$ cat src/rtl/dpu_control_seq.sv
// Microcode sequencer emitting one registered control word per clock to the FRAM unit network.
// Define DPU_SEQ_LOOP_EN to make the program wrap to word 0 instead of returning to IDLE.
module dpu_control_seq #(
  parameter int WS    = 16,
  parameter int DEPTH = 32,
  parameter int AW    = 5
) (
  input  logic          clk,
  input  logic          rst_n,
  input  logic          prog_we,
  input  logic [AW-1:0] prog_addr,
  input  logic [WS-1:0] prog_data,
  input  logic [AW-1:0] prog_len,
  input  logic          start,
  input  logic          stop,
  output logic [WS-1:0] signals_out,
  output logic [AW-1:0] pc,
  output logic          busy,
  output logic          done
);

  typedef enum logic {S_IDLE, S_RUN} state_t;

  localparam logic [AW:0]   DEPTH_W  = (AW+1)'(DEPTH);
  localparam logic [AW-1:0] LAST_IDX = AW'(DEPTH - 1);

  state_t        state;
  logic [AW-1:0] len_lat;
  logic [WS-1:0] mem [DEPTH];

  logic [AW-1:0] pc_inc;
  logic [AW-1:0] len_clamped;
  logic          addr_ok;

  assign pc_inc      = pc + AW'(1);
  assign len_clamped = ({1'b0, prog_len} >= DEPTH_W) ? LAST_IDX : prog_len;
  assign addr_ok     = ({1'b0, prog_addr} < DEPTH_W);

  // Program memory is never cleared and is frozen while a program executes.
  always_ff @(posedge clk) begin
    if (state == S_IDLE && prog_we && addr_ok)
      mem[prog_addr] <= prog_data;
  end

  always_ff @(posedge clk) begin
    if (!rst_n) begin
      state       <= S_IDLE;
      signals_out <= '0;
      pc          <= '0;
      busy        <= 1'b0;
      done        <= 1'b0;
      len_lat     <= '0;
    end else begin
      done <= 1'b0;
      case (state)
        S_IDLE: begin
          if (start && !stop) begin
            len_lat     <= len_clamped;
            signals_out <= mem[0];
            pc          <= '0;
            busy        <= 1'b1;
            state       <= S_RUN;
          end
        end
        S_RUN: begin
          // Stop wins over end-of-program and never pulses done.
          if (stop) begin
            signals_out <= '0;
            pc          <= '0;
            busy        <= 1'b0;
            state       <= S_IDLE;
          end else if (pc < len_lat) begin
            signals_out <= mem[pc_inc];
            pc          <= pc_inc;
          end else begin
            done <= 1'b1;
            pc   <= '0;
`ifdef DPU_SEQ_LOOP_EN
            signals_out <= mem[0];
`else
            signals_out <= '0;
            busy        <= 1'b0;
            state       <= S_IDLE;
`endif
          end
        end
      endcase
    end
  end

endmodule
$ cat config.mk
export PLATFORM = sky130hd
export DESIGN_NAME = dpu_control_seq
export DESIGN_NICKNAME = d
export VERILOG_FILES = /design/src/rtl/dpu_control_seq.sv
export SDC_FILE = /design/constraint.sdc
export NUM_CORES = 1
export LEC_CHECK = 0
export ABC_CLOCK_PERIOD_IN_PS = 2330
export CAP_MARGIN = 0
export CORE_ASPECT_RATIO = 0.5
export CORE_MARGIN = 4
export CORE_UTILIZATION = 25
export DETAILED_ROUTE_END_ITERATION = 8
export GPL_ROUTABILITY_DRIVEN = 0
export PLACE_DENSITY = 0.39
export SYNTH_ARGS = -nofsm -noshare
export SYNTH_HDL_FRONTEND = slang
export SYNTH_SLANG_ARGS = --single-unit
$ cat constraint.sdc
create_clock -name clk -period 2.33 [get_ports clk]
set_input_delay 0.466 -clock clk [delete_from_list [all_inputs] [get_ports clk]]
set_output_delay 0.466 -clock clk [all_outputs]
set_load 0.02 [all_outputs]
==> results of run 1 <==
==> worst min-delay path, cell delays in order <==
cell             delay (ns)
clkdlybuf4s50_1        0.40
nand2_1                0.06
a21boi_1               0.05
==> metal layers <==
| layer | share of wire, % | vias up |
|---|---|---|
| met4 | 1.9 | 0 |
| li1 | - | 4876 |
| met2 | 45 | 316 |
| met3 | 5.9 | 74 |
| met5 | 0 | - |
| met1 | 47 | 6085 |
==> kinds of logic (layout without fill, tap and decap cells) <==
family / count (synthesis) / after routing / share of synthesized area (%)
and+or+nand+nor: 209 / 209 / 4.26
xor gates and xnor gates: 5 / 5 / 0.208
adders and majority gates: 5 / 5 / 0.297
DFF: 541 / 541 / 75.8
buffers and inverters: 64 / 343 / 1.34
muxes: 157 / 157 / 15.1
AOI/OAI and AO/OA: 99 / 99 / 2.98
==> sequential cells by signal, summed over array words and instances, names as in the netlist <==
signal / cells
len_lat: 5
state: 1
pc: 5
busy: 1
mem: 512
done: 1
signals_out: 16
==> Yosys cell counts, drive strengths merged, types with 3 or more instances <==
library cell | count | area share (%)
a21boi | 5 | 0.18
a21oi | 44 | 1.1
buf | 24 | 0.63
clkbuf | 35 | 0.62
dfxtp | 29 | 2.8
edfxtp | 512 | 73
ha | 5 | 0.30
inv | 5 | 0.089
mux2i | 29 | 1.4
mux4 | 128 | 14
nand2 | 94 | 1.7
nand2b | 5 | 0.15
nand3 | 5 | 0.12
nand3b | 5 | 0.18
nor2 | 73 | 1.3
nor4 | 16 | 0.48
o21ai | 12 | 0.29
o221ai | 12 | 0.50
o22ai | 16 | 0.48
xnor2 | 3 | 0.12
==> cell type report <==
type                       count  area (um^2)
fill                        7819        55500
tap                         1102         1380
clock buffer                  72         1460
clock inverter                25          231
timing repair buffer         241         2670
sequential                   541        16000
multi-input combinational    475         5260
inverter                       5         18.8
==> through the flow <==
stage / TNS, ns / power [mW] / hold slack, ns / cell area (um^2) / cells
CTS: -0.298 / 20.4 / 0.365 / 26800 / 2463
floorplan: 0 / 11.2 / 0.457 / 21000 / 1080
detailed placement: -4.98 / 11.8 / 0.481 / 24600 / 2350
global route: -0.0366 / 20.9 / 0.406 / 27000 / 2461
global placement: -4.01 / 11.8 / 0.478 / 24600 / 2350
finish: 0 / 20.1 / 0.405 / 27000 / 2461
==> worst min path at each step <==
stage                     cells past startpoint  slack [ns]                 endpoint
after global placement                        2        0.48  len_lat[4]$_SDFFE_PN0P_
final                                         3        0.41  len_lat[3]$_SDFFE_PN0P_
after floorplan                               2        0.46  len_lat[1]$_SDFFE_PN0P_
after global routing                          3        0.41  len_lat[0]$_SDFFE_PN0P_
after detailed placement                      2        0.48  len_lat[2]$_SDFFE_PN0P_
after CTS                                     3        0.36  len_lat[3]$_SDFFE_PN0P_
==> where the power goes <==
| part | switching, mW | internal (mW) | total (mW) | leakage [nW] |
|---|---|---|---|---|
| Sequential | 0.0366 | 10.7 | 10.8 | 4.85 |
| Clock | 3.70 | 4.83 | 8.52 | 0.822 |
| Combinational | 0.509 | 0.342 | 0.851 | 2.76 |
==> what timing repair did <==
action | CTS | global route
buffers inserted | 18 | 3
resized for setup | 61 | 34
endpoints found under the setup margin | 19 | 16
pin swaps | 12 | 16
gates cloned | 1 | 0
==> summary.txt, run 1 <==
Setup path
  – Setup slack on the worst flop-to-flop path: 0.04 ns
  – Number of logic stages on the critical path including buffering: 10
  – Worst Path Max Fanout: 8
  – Critical-path top delay cell: a21oi_1
  – Kind of critical path: flop to flop
  – CP Buf/Inv Count: 4
  – Cell Chain, Critical Path: ha_4 > buf_12 > buf_12 > buf_4 > buf_8 > mux4_2 > nand2_1 > a21oi_1 > nor4_1 > nor2_1
  – Critical path's largest stage delay: 0.49 ns
  – Data required time of the critical path: 2.88 ns
  – Data arrival time at the worst-slack endpoint: 2.84 ns
  – Crit. End Element: flop
  – Number of cell instances on the worst register-to-register path: 10
  – CP dominant cell by count: buf_12
  – Capture point of the worst path: signals_out[6]$_SDFFE_PN0P_
  – CP Launch Point: pc[0]$_SDFFE_PN0P_
  – Critical path startpoint category: flop
  – Reg-to-Reg End: signals_out[6]$_SDFFE_PN0P_
  – FF-to-FF Start: pc[0]$_SDFFE_PN0P_
  – Family with the most delay on the worst path: buffers and inverters

STA
  – Clock Skew: between 0.015 and 0.02 ns
  – Final Max Tran Viols: 0
  – Number of hold violations in the final report: 0
  – Peak Freq: between 400 and 500 MHz
  – Slew at the pin closest to its max-slew limit: 0.605 ns
  – Final count of negative-setup-slack endpoints: 0
  – Setup repair after global routing missed its margin: true
  – Time the worst path needs with I/O delays and setup: between 2 and 2.5 ns
  – Slew Limit Headroom: about 60%
  – PnR worst setup slack: 0.0417 ns
  – Fin crit share: between 90% and 100%

Drt
  – DR pass1 iterations: 5
  – Total vias in the final route: 11400
  – Antenna Nets Post-Route: 0
  – Average routed wire per standard cell: around 26 um
  – Detailed-route DRC error count: 0
  – Detailed router's first-iteration violation count: 1117
  – Final wirelength: 63300 um
  – Vias per inst: 4.61

GRT
  – Met3 usage: 2.88%
  – Number of antenna violations at the first check in global routing: 9
  – Largest net degree at the start of global routing: 33
  – Global router's overall resource usage: 14.4%
  – Wire length of the first global-routing pass: 90600 um
  – M1 GR Usage: about a fifth
  – Via count of the first global-routing pass: 11900
  – Met2 Usage GRT: 22.2%
  – Gr busiest metal: met2
  – Global route overflow: 0

Yosys
  – Number of warning messages in the yosys log: 0
  – Number of synthesized register bits: 541
  – Seq/Total Area, Yosys: 75.8%
  – Unique masters post-synth: 42
  – EDFF count, synth: 512
  – Gate Count Post-Synth: 1080
  – Syn nets: around 1100
  – Combined area of all synthesized cells: between 20000 and 25000 um^2
  – Predominant post-synthesis flop cell: edfxtp_1
  – Synthesized area divided by synthesized cell count: 19.5 um^2
  – Async SR Flop Fraction: 0%

Status
  – Outcome: finished clean

Power
  – Worst ir drop on vdd: 483 uV
  – Power Dens Cells: 746 nW/um^2
  – Leakage power summed over all cells: 8.43 nW

Job
  – Max-capacitance violation count: 0

Hold path
  – Worst min path class: primary input to flop
  – Startpoint of the most critical hold path: prog_len[3]

Layout
  – Most frequent cells in the layout: edfxtp_1 (512), mux4_2 (128), buf_4 (126)
  – Fin util: 32.7%
  – Share of cells above drive strength 1: between 30% and 40%
  – Most common cell after layout, fill and taps aside: edfxtp_1
  – Diode insertion count for antenna repair: 0
  – Total number of nets in the final design: approximately 1400
  – Signed area change from the synthesized netlist to the final layout: 28.2%

Clock network
  – Clock insertion delay at the later pin of the skew report: between 0.6 and 0.7 ns
  – H-tree depth reported by CTS: 2
  – Maximum clock insertion buffer count: 3
  – Number of CTS-inserted buffers: 54
  – Total of hold buffers inserted after clock tree synthesis: 0
  – Root buf cell: clkbuf_16
  – Clock transition time at the flip-flop clock pins of the worst setup and hold paths: around 0.07 ns
  – Total clock sinks: 541
  – Clock tree from TritonCTS: yes

Die
  – Effective utilization at floorplan: 25.5%
  – Core area: 82500 um^2
  – Io pins: 54
  – Die boundary width: ~420 um
  – Die height: 213 um
  – DIE AREA: between 80000 and 90000 um^2
  – Placement Rows: 74

Placement
  – Detailed-placement wirelength estimate: 41000 um
  – Setup slack at placement: -0.396 ns
  – Total of buffers placed on input and output ports: 53
Power figures use the tool's default switching activity.
==> inputs of run 2 (changes only) <==
--- a/config.mk
+++ b/config.mk
@@ -7,2 +7,3 @@
 export LEC_CHECK = 0
+export ABC_AREA = 0
 export ABC_CLOCK_PERIOD_IN_PS = 2330
==> constraint.sdc (replaced) <==
create_clock -name clk -period 2.33 [get_ports clk]
set_input_delay 0.3495 -clock clk [delete_from_list [all_inputs] [get_ports clk]]
set_output_delay 0.3495 -clock clk [all_outputs]
set_load 0.02 [all_outputs]
==> summary.txt, run 2 (synthesis results as in run 1) <==
Die
  – Io pins: 54
  – Effective utilization at floorplan: between 20 and 30%
  – Die height: 213 um
  – Die boundary width: 418 um
  – DIE AREA: between 80000 and 90000 um^2
  – Placement Rows: 74
  – Core area: 82500 um^2

Power
  – Power Dens Cells: around 760 nW/um^2
  – Leakage power summed over all cells: 8.41 nW
  – Worst ir drop on vdd: 480 uV

Hold path
  – Hold-critical path endpoint: len_lat[2]$_SDFFE_PN0P_
  – Depth of the worst hold-timing path: 3
  – Startpoint of the most critical hold path: prog_len[2]
  – Worst min path class: primary input to flop

Setup path
  – Critical path startpoint category: flop
  – Data required time of the critical path: 2.84 ns
  – Critical path's largest stage delay: about 0.40 ns
  – Reg-to-Reg End: signals_out[13]$_SDFFE_PN0P_
  – Number of cell instances on the worst register-to-register path: 8
  – Worst Path Max Fanout: 8
  – Setup slack on the worst flop-to-flop path: around 0.03 ns
  – Data arrival time at the worst-slack endpoint: 2.81 ns
  – Critical-path top delay cell: ha_4
  – Kind of critical path: flop to flop
  – Crit. End Element: flop
  – FF-to-FF Start: pc[0]$_SDFFE_PN0P_
  – Cell Chain, Critical Path: ha_4 > buf_12 > mux4_2 > mux2i_4 > o22ai_1 > buf_4 > nor4_4 > nor2_1

GRT
  – Met2 Usage GRT: around a quarter
  – Largest net degree at the start of global routing: 33
  – M1 GR Usage: 20.0%
  – Number of antenna violations at the first check in global routing: 4
  – Gr busiest metal: met2
  – Global route overflow: 0
  – Global router's overall resource usage: 14.4%
  – Via count of the first global-routing pass: 12000
  – Wire length of the first global-routing pass: 90800 um
  – Met3 usage: 2.96%

Layout
  – Layout Cells excl Fill: 2463
  – Signed area change from the synthesized netlist to the final layout: 27.8%
  – Most frequent cells in the layout: edfxtp_1 (512), mux4_2 (128), buf_4 (127)
  – Most common cell after layout, fill and taps aside: edfxtp_1
  – Total number of nets in the final design: 1353
  – Largest Register: mem
  – Largest register FFs: 512
  – Diode insertion count for antenna repair: 0
  – Regs by FF count: mem: 512 flops, signals_out: 16 flops
  – Share of cells above drive strength 1: 32.6%

Placement
  – Placed instance count: between 2000 and 2500
  – Total of buffers placed on input and output ports: 53
  – Detailed-placement wirelength estimate: roughly 41000 um

STA
  – Total Negative Setup Slacks: 0 ns
  – Number of hold violations in the final report: 0
  – Final Max Tran Viols: 0
  – Slew at the pin closest to its max-slew limit: 0.615 ns
  – Slew Limit Headroom: 59.0%
  – Clock Skew: 0.0244 ns
  – Final count of negative-setup-slack endpoints: 0
  – Peak Freq: 435 MHz
  – Setup repair after global routing missed its margin: true
  – Time the worst path needs with I/O delays and setup: 2.30 ns
  – Fin crit share: 98.7%

Drt
  – Final wirelength: around 65000 um
  – Antenna Nets Post-Route: 0
  – Detailed router's first-iteration violation count: between 1000 and 1500
  – Average routed wire per standard cell: 26.3 um
  – Vias per inst: 4.62
  – DR pass1 iterations: 6
  – Detailed-route DRC error count: 0
  – Total vias in the final route: 11400

Clock network
  – Maximum clock insertion buffer count: 3
  – Clock tree from TritonCTS: yes
  – Total clock sinks: 541
  – Clock insertion delay at the later pin of the skew report: 0.62 ns
  – Clock transition time at the flip-flop clock pins of the worst setup and hold paths: 0.06 ns
  – Root buf cell: clkbuf_16
  – Total of hold buffers inserted after clock tree synthesis: 0
  – H-tree depth reported by CTS: 2
  – Number of CTS-inserted buffers: 54

Status
  – Outcome: finished clean

Job
  – Max-capacitance violation count: 0
==> run 2: cell type report <==
type,instances,area [um^2]
multi-input cells,475,5160
repair buffers,240,2620
clock inverters,30,323
flip-flops and latches,541,16000
fillers,7875,55600
well taps,1102,1380
clock buffers,70,1430
inverters,5,18.8
==> run 2: worst max path at each step <==
stage,from,end,cells past startpoint,slack (ns)
after floorplan,pc[1]$_SDFFE_PN0P_,signals_out[12]$_SDFFE_PN0P_,8,0.02
after global placement,pc[0]$_SDFFE_PN0P_,signals_out[5]$_SDFFE_PN0P_,8,-0.24
after detailed placement,pc[0]$_SDFFE_PN0P_,signals_out[5]$_SDFFE_PN0P_,8,-0.22
after CTS,pc[0]$_SDFFE_PN0P_,signals_out[5]$_SDFFE_PN0P_,8,-0.05
after global routing,pc[0]$_SDFFE_PN0P_,signals_out[6]$_SDFFE_PN0P_,9,-0.05
final,pc[0]$_SDFFE_PN0P_,signals_out[13]$_SDFFE_PN0P_,8,0.03
==> run 2: worst max-delay path: cells and delay by family, from the launching register on <==
family | cells | cell delay, ns
adders and majority gates | 1 | 0.40
muxes | 2 | 0.58
buffers and inverters | 2 | 0.37
DFF | 1 | 0.37
and+or+nand+nor | 2 | 0.35
AOI/OAI and AO/OA | 1 | 0.12
==> run 2: timing repair <==
action	CTS	global route
gates cloned	0	5
setup endpoints to repair	11	16
buffers inserted	2	13
pin swaps	1	13
gates resized for setup	23	50
==> run 2: metal layers <==
layer / part of all wire [%] / wire [um]
met1: 46 / 29900
met2: 46 / 30000
met3: 5.4 / 3480
met4: 2.1 / 1350
met5: 0 / 0
==> run 2: where the power goes <==
group	switching (mW)	total, mW	internal, mW
clock network	3.75	8.75	5.01
registers	0.0375	10.8	10.7
logic	0.506	0.831	0.325
total	4.29	20.3	16.0
==> run 2: through the flow <==
step                      utilization (%)  power [mW]  setup slack [ns]  instance area, um^2  hold WS (ns)
after CTS                            32.0        20.6           -0.0526                26400         0.252
after global placement               29.7        11.8            -0.242                24500         0.472
after floorplan                         -        11.2            0.0241                21000         0.448
after global routing                 32.6        21.1           -0.0540                26900         0.279
final                                32.6        20.3            0.0304                26900         0.295
after detailed placement             29.7        11.8            -0.223                24500         0.474
